File: config.mk
export PLATFORM = sky130hd
export DESIGN_NAME = stack_cmd_ctrl
export DESIGN_NICKNAME = d
export VERILOG_FILES = /design/src/rtl/stack_pkg.sv /design/src/rtl/stack_alu.sv /design/src/rtl/stack_cmd_ctrl.sv
export SDC_FILE = /design/constraint.sdc
export NUM_CORES = 1
export LEC_CHECK = 0
export ABC_AREA = 1
export CORE_ASPECT_RATIO = 0.5
export CORE_MARGIN = 3
export CORE_UTILIZATION = 56
export DETAILED_ROUTE_END_ITERATION = 16
export PLACE_DENSITY_LB_ADDON = 0.25
export SLEW_MARGIN = 20
export SYNTH_ARGS = -nofsm -noshare
export SYNTH_HDL_FRONTEND = slang
export SYNTH_SLANG_ARGS = --single-unit
export TNS_END_PERCENT = 100
File: constraint.sdc
create_clock -name clk -period 8.5 [get_ports clk]
set_input_delay 2.125 -clock clk [delete_from_list [all_inputs] [get_ports clk]]
set_output_delay 2.125 -clock clk [all_outputs]
set_load 0.05 [all_outputs]
File: src/rtl/stack_pkg.sv
// Shared definitions for the stack command controller and its ALU.
//   DBITS_DEF / DEPTH_DEF : defaults shared with reg_file
//   OP_*                  : 3-bit command opcodes
//   state_t               : controller FSM states
package stack_pkg;

  localparam int unsigned DBITS_DEF = 32;
  localparam int unsigned DEPTH_DEF = 16;

  localparam logic [2:0] OP_NOP   = 3'd0;
  localparam logic [2:0] OP_PUSH  = 3'd1;
  localparam logic [2:0] OP_POP   = 3'd2;
  localparam logic [2:0] OP_ADD   = 3'd3;
  localparam logic [2:0] OP_SUB   = 3'd4;
  localparam logic [2:0] OP_AND   = 3'd5;
  localparam logic [2:0] OP_OR    = 3'd6;
  localparam logic [2:0] OP_DROP2 = 3'd7;

  typedef enum logic [1:0] {
    ST_IDLE = 2'd0,
    ST_EXEC = 2'd1,
    ST_RESP = 2'd2
  } state_t;

endpackage

File: src/rtl/stack_alu.sv
// Combinational binary-op unit for the stack controller.
//   op     : command opcode (only ADD/SUB/AND/OR produce a value)
//   a      : second stack entry
//   b      : top of stack
//   result : a op b, modulo 2^DBITS; 0 for non-arithmetic opcodes
module stack_alu
  import stack_pkg::*;
#(
  parameter int unsigned DBITS = DBITS_DEF
) (
  input  logic [2:0]       op,
  input  logic [DBITS-1:0] a,
  input  logic [DBITS-1:0] b,
  output logic [DBITS-1:0] result
);

  always_comb begin
    result = '0;
    case (op)
      OP_ADD:  result = a + b;
      OP_SUB:  result = a - b;
      OP_AND:  result = a & b;
      OP_OR:   result = a | b;
      default: result = '0;
    endcase
  end

endmodule

File: src/rtl/stack_cmd_ctrl.sv
// Command-side initiator for the stack register file.
// Accepts one command at a time (valid/ready), checks it against the tracked
// occupancy, drives the reg_file pop/pop/push strobes for one EXEC cycle and
// returns a registered response (valid/ready).
//   clk, rst           : clock, asynchronous active-low reset
//   cmd_valid/ready    : command handshake; cmd_op, cmd_imm command payload
//   rsp_valid/ready    : response handshake; rsp_data result, rsp_err reject
//   en1, en2, we, din  : reg_file pop-top, pop-second, push, push data
//   dout1, dout2       : reg_file top / second entry (combinational)
//   depth              : current stack occupancy
module stack_cmd_ctrl
  import stack_pkg::*;
#(
  parameter  int unsigned DBITS = DBITS_DEF,
  parameter  int unsigned DEPTH = DEPTH_DEF,
  localparam int unsigned DW    = $clog2(DEPTH + 1)
) (
  input  logic             clk,
  input  logic             rst,
  input  logic             cmd_valid,
  output logic             cmd_ready,
  input  logic [2:0]       cmd_op,
  input  logic [DBITS-1:0] cmd_imm,
  output logic             rsp_valid,
  input  logic             rsp_ready,
  output logic [DBITS-1:0] rsp_data,
  output logic             rsp_err,
  output logic             en1,
  output logic             en2,
  output logic             we,
  output logic [DBITS-1:0] din,
  input  logic [DBITS-1:0] dout1,
  input  logic [DBITS-1:0] dout2,
  output logic [DW-1:0]    depth
);

  state_t           state_q, state_d;
  logic             cmd_ready_q;
  logic [2:0]       op_q;
  logic [DBITS-1:0] imm_q;
  logic [DW-1:0]    depth_q;
  logic [DBITS-1:0] rsp_data_q;
  logic             rsp_err_q;

  logic [1:0]       pops;
  logic             push;
  logic [DW:0]      depth_calc;
  logic             underflow;
  logic             overflow;
  logic             legal;
  logic             exec_ok;
  logic             accept;
  logic [DBITS-1:0] alu_res;
  logic [DBITS-1:0] push_val;
  logic [DBITS-1:0] rsp_result;

  stack_alu #(
    .DBITS(DBITS)
  ) u_alu (
    .op    (op_q),
    .a     (dout2),
    .b     (dout1),
    .result(alu_res)
  );

  // Stack effect of the latched opcode.
  always_comb begin
    pops = 2'd0;
    push = 1'b0;
    case (op_q)
      OP_PUSH:                     push = 1'b1;
      OP_POP:                      pops = 2'd1;
      OP_ADD, OP_SUB, OP_AND, OP_OR: begin
        pops = 2'd2;
        push = 1'b1;
      end
      OP_DROP2:                    pops = 2'd2;
      default: begin
        pops = 2'd0;
        push = 1'b0;
      end
    endcase
  end

  // One extra bit keeps the post-op occupancy from wrapping before the
  // overflow compare; the value is only meaningful when no underflow.
  always_comb begin
    underflow  = {1'b0, depth_q} < (DW + 1)'(pops);
    depth_calc = {1'b0, depth_q} - (DW + 1)'(pops) + (DW + 1)'(push);
    overflow   = !underflow && (depth_calc > (DW + 1)'(DEPTH));
    legal      = !underflow && !overflow;
  end

  assign exec_ok = (state_q == ST_EXEC) && legal;
  assign accept  = (state_q == ST_IDLE) && cmd_valid && cmd_ready_q;

  always_comb begin
    push_val = (op_q == OP_PUSH) ? imm_q : alu_res;
    en1      = exec_ok && (pops != 2'd0);
    en2      = exec_ok && (pops == 2'd2);
    we       = exec_ok && push;
    din      = we ? push_val : '0;
  end

  always_comb begin
    rsp_result = '0;
    case (op_q)
      OP_PUSH:                       rsp_result = imm_q;
      OP_POP, OP_DROP2:              rsp_result = dout1;
      OP_ADD, OP_SUB, OP_AND, OP_OR: rsp_result = alu_res;
      default:                       rsp_result = '0;
    endcase
  end

  always_comb begin
    state_d = state_q;
    case (state_q)
      ST_IDLE: if (accept)    state_d = ST_EXEC;
      ST_EXEC:                state_d = ST_RESP;
      ST_RESP: if (rsp_ready) state_d = ST_IDLE;
      default:                state_d = ST_IDLE;
    endcase
  end

  // cmd_ready is registered from the next state so it reads 0 while reset
  // is asserted and rises on the first edge after release.
  always_ff @(posedge clk or negedge rst) begin
    if (!rst) begin
      state_q     <= ST_IDLE;
      cmd_ready_q <= 1'b0;
      op_q        <= OP_NOP;
      imm_q       <= '0;
      depth_q     <= '0;
      rsp_data_q  <= '0;
      rsp_err_q   <= 1'b0;
    end else begin
      state_q     <= state_d;
      cmd_ready_q <= (state_d == ST_IDLE);
      if (accept) begin
        op_q  <= cmd_op;
        imm_q <= cmd_imm;
      end
      if (state_q == ST_EXEC) begin
        if (legal) begin
          depth_q    <= depth_calc[DW-1:0];
          rsp_data_q <= rsp_result;
          rsp_err_q  <= 1'b0;
        end else begin
          rsp_data_q <= '0;
          rsp_err_q  <= 1'b1;
        end
      end
    end
  end

  assign cmd_ready = cmd_ready_q;
  assign rsp_valid = (state_q == ST_RESP);
  assign rsp_data  = rsp_data_q;
  assign rsp_err   = rsp_err_q;
  assign depth     = depth_q;

endmodule

; Word level (Yosys, flattened, before mapping)
; Cells that the tools add are included.
[word_totals]
register_bits = 76
in_bits = 103
elab_cells = 54
[op_classes]
addsub = 4
magnitude_cmp = 2
eq_ne = 10
n_mux = 11
n_bitwise = 2
reduce_logical = 18
[ops]
columns = cell, n
row1 = $pmux 32 s4, 1
row2 = $mux 32, 3
row3 = $pmux 32 s3, 1
row4 = $add 32x32->32, 1
row5 = $and 32x32->32, 1
row6 = $or 32x32->32, 1
row7 = $sub 32x32->32, 1
row8 = $eq 3x3->1 const B, 4
row9 = $reduce_or 5->1, 2
row10 = $logic_and 1x1->1, 8
row11 = $add 6x1->6, 1
row12 = $eq 3x2->1 const B, 2
row13 = $gt 6x5->1 const B, 1
row14 = $pmux 2 s3, 1
row15 = $sub 5x2->6, 1
row16 = $lt 5x2->1, 1
row17 = $eq 2x2->1 const B, 2
row18 = $logic_not 2->1, 2
row19 = $mux 2, 2
row20 = $pmux 2 s2, 1
row21 = $reduce_or 4->1, 1
row22 = $eq 3x1->1 const B, 1
row23 = $eq 2x1->1 const B, 1
row24 = $logic_not 1->1, 2
row25 = other kinds (4), 5

; Depth between registers and ports, before layout
[depth]
word_depth = 12
depth_mapped = 28
ltp_nobuf = 28

; By module
; From an unflattened synthesis, not the netlist that was laid out.
[hier_totals]
hier_cells = 1518
area_unflattened_um2 = 8663.3
[by_module_without_submodules]
columns = mod, instances, cells_per_inst, area_each_um2, seq_area_each_um2
row1 = stack_cmd_ctrl, 1, 675, 4548.1, 1901.8
row2 = stack_alu, 1, 843, 4115.2, 0.0

; Worst setup path after synthesis
; No wires, ideal clock.
[synth_timing]
kind = input to output
startpoint = input dout1[10]
endpoint = output din[31]
arrival_time_ps = 4748
t_required_ps = 6375
path_slack_ps = 1627
cell_stages = 25
cell_sequence = clkbuf_1 -> nor2_1 -> nand2_1 -> nor3_2 -> nand3_1 -> nor3_1 -> nand4_1 -> nand2_1 -> xor2_1 -> inv_1 -> ha_1 -> inv_1 -> nor3_1 -> nand2_1 -> inv_1 -> nand2_1 -> nand2_1 -> inv_1 -> nand2_1 -> inv_1 -> nand2_1 -> nand3_1 -> nand3_1 -> nand2_1 -> inv_1
[synth_via]
elab_chain_cells = 4
word_cells_on_any_way = 5
classes_between = 2 x add/sub / 3 x mux
[synth_rtl]
columns = element, line_no
row1 = "start, declared", stack_cmd_ctrl.sv:32  ; input logic [DBITS-1:0] dout1,
row2 = $sub 32x32->32 or $add 32x32->32 (tied branches), "stack_alu.sv:21, stack_alu.sv:20"
row3 = $pmux 32 s4 *, stack_alu.sv:19  ; case (op)
row4 = $mux 32 *, stack_cmd_ctrl.sv:98  ; push_val = (op_q == OP_PUSH) ? imm_q : alu_res;
row5 = $mux 32 *, stack_cmd_ctrl.sv:102  ; din = we ? push_val : '0;
row6 = "end, declared", stack_cmd_ctrl.sv:31  ; output logic [DBITS-1:0] din,
; Every way passes the cells marked *; elsewhere a longest branch is shown, timed or not.

; Worst setup path after layout
[layout_timing]
startpoint = input dout1[0]
endpoint = output din[11]
; The elaborated chain is that of the path after synthesis.

==> report_table.html <==
<table>
<tr><th>Metric</th><th>Value</th></tr>
<tr><th colspan="2">Run status</th></tr>
<tr><td>Run status</td><td>completed</td></tr>
<tr><th colspan="2">STA</th></tr>
<tr><td>Tcrit/Tclk final</td><td>96.29%</td></tr>
<tr><td>Largest clock skew in the final design</td><td>0.006624 ns</td></tr>
<tr><td>Transition time of the tightest slew-check pin</td><td>1.081 ns</td></tr>
<tr><td>Setup TNS</td><td>0 ns</td></tr>
<tr><td>Final number of hold-violating endpoints</td><td>0</td></tr>
<tr><td>Upper clock frequency limit</td><td>122.2 MHz</td></tr>
<tr><td>Unrepaired setup endpoints after global routing</td><td>no</td></tr>
<tr><td>Slew Viols, Final</td><td>0</td></tr>
<tr><td>Setup violators final</td><td>0</td></tr>
<tr><td>Time the final worst path needs with I/O delays and setup</td><td>8.185 ns</td></tr>
<tr><td>Final Worst Setup Slack</td><td>0.3152 ns</td></tr>
<tr><td>Relative slew slack</td><td>27.76%</td></tr>
<tr><th colspan="2">Final layout</th></tr>
<tr><td>Share of cells above drive strength 1</td><td>4.889%</td></tr>
<tr><td>Area grow syn2layout</td><td>27.85%</td></tr>
<tr><td>Final antenna diode count</td><td>0</td></tr>
<tr><td>Non-filler cells in the finished layout</td><td>1679</td></tr>
<tr><td>Final nets</td><td>1636</td></tr>
<tr><th colspan="2">Die</th></tr>
<tr><td>Horizontal extent of the die</td><td>173.3 um</td></tr>
<tr><td>Die Y-Extent</td><td>89.65 um</td></tr>
<tr><td># rows</td><td>29</td></tr>
<tr><td># IOs</td><td>178</td></tr>
<tr><td>Initial Util</td><td>59.49%</td></tr>
<tr><td>Core outline area</td><td>13170 um^2</td></tr>
<tr><td>Die Footprint</td><td>15530 um^2</td></tr>
<tr><th colspan="2">Clock tree</th></tr>
<tr><td>Post-CTS clock slew at the launch and capture registers of the worst setup and hold paths</td><td>0.06 ns</td></tr>
<tr><td>Root buffer selected by CTS</td><td>sky130_fd_sc_hd__clkbuf_16</td></tr>
<tr><td>Number of buffers inserted during clock tree synthesis</td><td>9</td></tr>
<tr><td>CTS sink cnt</td><td>76</td></tr>
<tr><td>Level count of the clock H-tree</td><td>3</td></tr>
<tr><td>Worst-case clock buffer depth</td><td>2</td></tr>
<tr><td>TritonCTS clock tree</td><td>built</td></tr>
<tr><td>Clock latency at the later pin of the worst-skew pair</td><td>0.34 ns</td></tr>
<tr><td>Hold_buf cts</td><td>0</td></tr>
<tr><th colspan="2">Placement</th></tr>
<tr><td>Routability congestion estimate from global placement</td><td>1.051</td></tr>
<tr><td>Count of placed standard cells including taps</td><td>1662</td></tr>
<tr><td>DPL Wire Length</td><td>24.39 mm</td></tr>
<tr><td>Pre-CTS setup slack</td><td>0.4437 ns</td></tr>
<tr><td>Number of I/O port buffers</td><td>177</td></tr>
<tr><th colspan="2">Setup path</th></tr>
<tr><td>Worst endpoint data arrival time</td><td>6.06 ns</td></tr>
<tr><td>Data required, critical path</td><td>6.38 ns</td></tr>
<tr><td>Cell repeated most along the worst path</td><td>sky130_fd_sc_hd__nand2_1</td></tr>
<tr><td>Cell with the largest stage delay on the worst path</td><td>sky130_fd_sc_hd__clkdlybuf4s50_1</td></tr>
<tr><td>Critical-path maximum fanout</td><td>5</td></tr>
<tr><td>Critical path's top delay family</td><td>buffers and inverters</td></tr>
<tr><td>Crit path cell chain</td><td>clkdlybuf4s50_1 &gt; inv_1 &gt; ha_1 &gt; nand3_1 &gt; nand2_1 &gt; xor2_1 &gt; inv_1 &gt; ha_1 &gt; nand2_1 &gt; nor2_1 &gt; nand2_1 &gt; nand2_1 &gt; nand2_1 &gt; nand3b_1 &gt; nand3_1 &gt; and3_1 &gt; nand3b_1 &gt; inv_1 &gt; clkdlybuf4s50_1</td></tr>
<tr><td>Kind of capture point of the worst setup path</td><td>output port</td></tr>
<tr><td>Critical path class</td><td>primary input to output port</td></tr>
<tr><td>Critical path startpoint</td><td>dout1[0]</td></tr>
<tr><td>Startpoint Class</td><td>primary input</td></tr>
<tr><td>Terminus of the critical flop-to-flop path</td><td>rsp_data[3]</td></tr>
<tr><td>Bufs and invs on worst path</td><td>5</td></tr>
<tr><td>Slack of the worst reg-to-reg path</td><td>4.16 ns</td></tr>
<tr><td>Count of cells along the worst register-to-register path</td><td>16</td></tr>
<tr><td>Worst stage delay on the critical path</td><td>0.81 ns</td></tr>
<tr><td>Worst flop-to-flop path startpoint</td><td>op_q[2]</td></tr>
<tr><th colspan="2">Logic synthesis</th></tr>
<tr><td>Post-synthesis cell type count</td><td>44</td></tr>
<tr><td>List of most frequent post-synthesis cells</td><td>sky130_fd_sc_hd__nand2_1 (457), sky130_fd_sc_hd__inv_1 (207), sky130_fd_sc_hd__nor2_1 (139)</td></tr>
<tr><td>Number of nets in the synthesized netlist</td><td>1476</td></tr>
<tr><td>Register area share after synthesis</td><td>24.27%</td></tr>
<tr><td>Cell Area, Synth</td><td>7836 um^2</td></tr>
<tr><td>Post-synthesis sequential element count</td><td>76</td></tr>
<tr><td>Cell type with the highest aggregate area in the netlist</td><td>sky130_fd_sc_hd__dfrtp_1</td></tr>
<tr><td>Number of enable flip-flop cells after synthesis</td><td>0</td></tr>
<tr><td>Number of warnings reported in the yosys synthesis log</td><td>0</td></tr>
<tr><td>Top cells by area in the synthesized netlist</td><td>sky130_fd_sc_hd__dfrtp_1 (24%), sky130_fd_sc_hd__nand2_1 (22%), sky130_fd_sc_hd__inv_1 (9.9%)</td></tr>
<tr><td>Commonest register cell after synthesis</td><td>sky130_fd_sc_hd__dfrtp_1</td></tr>
<tr><td>Most frequent cell after synthesis</td><td>sky130_fd_sc_hd__nand2_1</td></tr>
<tr><td>Post-synthesis cell count</td><td>1328</td></tr>
<tr><td>Async set-or-reset flop fraction in the synthesized netlist</td><td>100.0%</td></tr>
<tr><td>Area share of the leading cell type in the synthesized netlist</td><td>24.27%</td></tr>
<tr><td>Post-synthesis area per instance</td><td>5.901 um^2</td></tr>
<tr><th colspan="2">GRT</th></tr>
<tr><td>Global-route wire length before repair</td><td>47.62 mm</td></tr>
<tr><td>Global-route usage over all layers</td><td>39.36%</td></tr>
<tr><td>Initial antenna violation count</td><td>0</td></tr>
<tr><td>Largest net degree at the start of global routing</td><td>77</td></tr>
<tr><td>Total gr overflow</td><td>0</td></tr>
<tr><td>Number of global-route vias before repair</td><td>8819</td></tr>
<tr><th colspan="2">Job</th></tr>
<tr><td>Maxcap violations</td><td>0</td></tr>
<tr><th colspan="2">Hold path</th></tr>
<tr><td>Hold path cells</td><td>2</td></tr>
<tr><td>Min-delay src</td><td>rsp_data[0]</td></tr>
<tr><td>Kind of path behind the tightest hold check</td><td>flop to flop</td></tr>
<tr><td>Endpoint with the worst hold slack</td><td>rsp_data[0]</td></tr>
<tr><th colspan="2">Routing</th></tr>
<tr><td>Count of antenna-violating nets left after detailed routing</td><td>0</td></tr>
<tr><td>DR DRC count</td><td>0</td></tr>
<tr><td>Total iterations of the first detailed-routing run</td><td>7</td></tr>
<tr><td>Detail-routed net length per standard cell</td><td>18.81 um</td></tr>
<tr><td>Total wire length</td><td>31.58 mm</td></tr>
<tr><td>Routed length on met3</td><td>5.338 mm</td></tr>
<tr><td>Number of vias per cell after detailed routing</td><td>5.885</td></tr>
<tr><td>Initial drt markers</td><td>1487</td></tr>
<tr><td>Highest routing layer actually used</td><td>met4</td></tr>
<tr><td>Sum of routed wire segments on met1</td><td>12.80 mm</td></tr>
<tr><td>Total vias in the final route</td><td>9881</td></tr>
<tr><td>Met2 Wirelength</td><td>12.59 mm</td></tr>
<tr><th colspan="2">Power</th></tr>
<tr><td>Power density over the cells</td><td>375.1 nW/um^2</td></tr>
<tr><td>Max rail drop VDD</td><td>0.2044 mV</td></tr>
<tr><td>Leakage dissipation</td><td>5.510 nW</td></tr>
</table>
[placed cells by master (no fill, tap or decap), types with 2 or more instances in the layout]
| master | count |
|---|---|
| sky130_fd_sc_hd__nand2_1 | 457 |
| sky130_fd_sc_hd__inv_1 | 207 |
| sky130_fd_sc_hd__clkdlybuf4s50_1 | 156 |
| sky130_fd_sc_hd__nor2_1 | 139 |
| sky130_fd_sc_hd__nand3_1 | 98 |
| sky130_fd_sc_hd__o21ai_0 | 80 |
| sky130_fd_sc_hd__dfrtp_1 | 76 |
| sky130_fd_sc_hd__a21oi_1 | 52 |
| sky130_fd_sc_hd__ha_1 | 43 |
| sky130_fd_sc_hd__xor2_1 | 26 |
| sky130_fd_sc_hd__buf_4 | 21 |
| sky130_fd_sc_hd__a31oi_1 | 20 |
| sky130_fd_sc_hd__nand3b_1 | 12 |
| sky130_fd_sc_hd__nand4_1 | 10 |
| sky130_fd_sc_hd__o21ai_2 | 9 |
| sky130_fd_sc_hd__o22ai_1 | 9 |
| sky130_fd_sc_hd__clkbuf_16 | 9 |
| sky130_fd_sc_hd__inv_2 | 7 |
| sky130_fd_sc_hd__nor3_1 | 7 |
| sky130_fd_sc_hd__or2_2 | 5 |
| sky130_fd_sc_hd__xnor2_1 | 5 |
| sky130_fd_sc_hd__o21bai_1 | 5 |
| sky130_fd_sc_hd__buf_12 | 4 |
| sky130_fd_sc_hd__clkinv_2 | 3 |
| sky130_fd_sc_hd__nor4_1 | 2 |
| sky130_fd_sc_hd__o21ai_1 | 2 |
| sky130_fd_sc_hd__nand2_2 | 2 |
| sky130_fd_sc_hd__nor3_2 | 2 |
| sky130_fd_sc_hd__nor2_4 | 2 |
| sky130_fd_sc_hd__o211ai_1 | 2 |
| sky130_fd_sc_hd__fa_1 | 2 |
| sky130_fd_sc_hd__clkinv_4 | 2 |
[sequential cells by signal, summed over array words and instances, names as in the netlist]
register / flops
state_q: 2
depth: 5
imm_q: 32
rsp_data: 32
cmd_ready: 1
rsp_err: 1
op_q: 3
[layer usage]
metal | vias up | global-route usage [%]
met3 | 107 | 14.40
met4 | 0 | 9.331
met2 | 798 | 57.95
met5 | - | 0
met1 | 4475 | 55.33
li1 | 4501 | -
[worst max path at each step]
stage	to	slack [ns]	depth (start not counted)
finish	din[11]	0.32	19
global route	din[27]	0.05	25
floorplan	din[31]	1.63	25
CTS	din[19]	0.42	19
detailed placement	din[19]	0.44	19
global placement	din[28]	0.46	22
[logic make-up (layout without fill, tap and decap cells)]
logic type / Yosys count / count (layout) / synth area share [%]
AOI/OAI and AO/OA: 185 / 185 / 13.20
buffers and inverters: 248 / 413 / 12.44
and+or+nand+nor: 743 / 743 / 39.25
xor gates and xnor gates: 31 / 31 / 3.465
adders and majority gates: 45 / 45 / 7.377
DFF: 76 / 76 / 24.27
[area by class of cell]
cell class | count | area (um^2)
clock buffers | 10 | 239.0
clock inverters | 6 | 40.04
well taps | 186 | 232.7
repair buffers | 183 | 1823
inverters | 214 | 803.3
flip-flops and latches | 76 | 1902
multi-input cells | 1004 | 4979
fillers | 1008 | 3153
[repair_timing]
| action | in CTS | in global routing |
|---|---|---|
| buffers inserted | 0 | 0 |
| endpoints found under the setup margin | 0 | 3 |
| resized for setup | 0 | 3 |
[stage by stage]
step / hold slack (ns) / cell area [um^2] / power, mW / utilization (%)
global route: 0.5064 / 10020 / 3.977 / 76.06
finish: 0.4804 / 10020 / 3.758 / 76.06
CTS: 0.4797 / 9993 / 3.627 / 75.87
detailed placement: 0.4637 / 9714 / 3.224 / 73.75
global placement: 0.4630 / 9714 / 3.160 / 73.75
floorplan: 0.4488 / 7836 / 2.402 / -
[power breakdown]
part           internal, mW  total (mW)  switching [mW]
registers             0.530       0.656           0.126
clock network         0.205       0.360           0.155
logic                 0.830        2.74            1.91
[worst register-to-register path: stages, from the launching register on]
cell                      delay (ns)
sky130_fd_sc_hd__dfrtp_1        0.59
sky130_fd_sc_hd__nand2_1        0.17
sky130_fd_sc_hd__o21ai_0        0.20
sky130_fd_sc_hd__inv_1          0.16
sky130_fd_sc_hd__ha_1           0.30
sky130_fd_sc_hd__inv_1          0.06
sky130_fd_sc_hd__ha_1           0.15
sky130_fd_sc_hd__inv_1          0.06
sky130_fd_sc_hd__fa_1           0.41
sky130_fd_sc_hd__o21ai_0        0.21
sky130_fd_sc_hd__a21oi_1        0.11
sky130_fd_sc_hd__xor2_1         0.19
sky130_fd_sc_hd__nand2_2        0.11
sky130_fd_sc_hd__nand4_4        0.23
sky130_fd_sc_hd__nor2_4         0.75
sky130_fd_sc_hd__o21ai_0        0.41
sky130_fd_sc_hd__nand2_1        0.15
(Power assumes the default switching activity.)
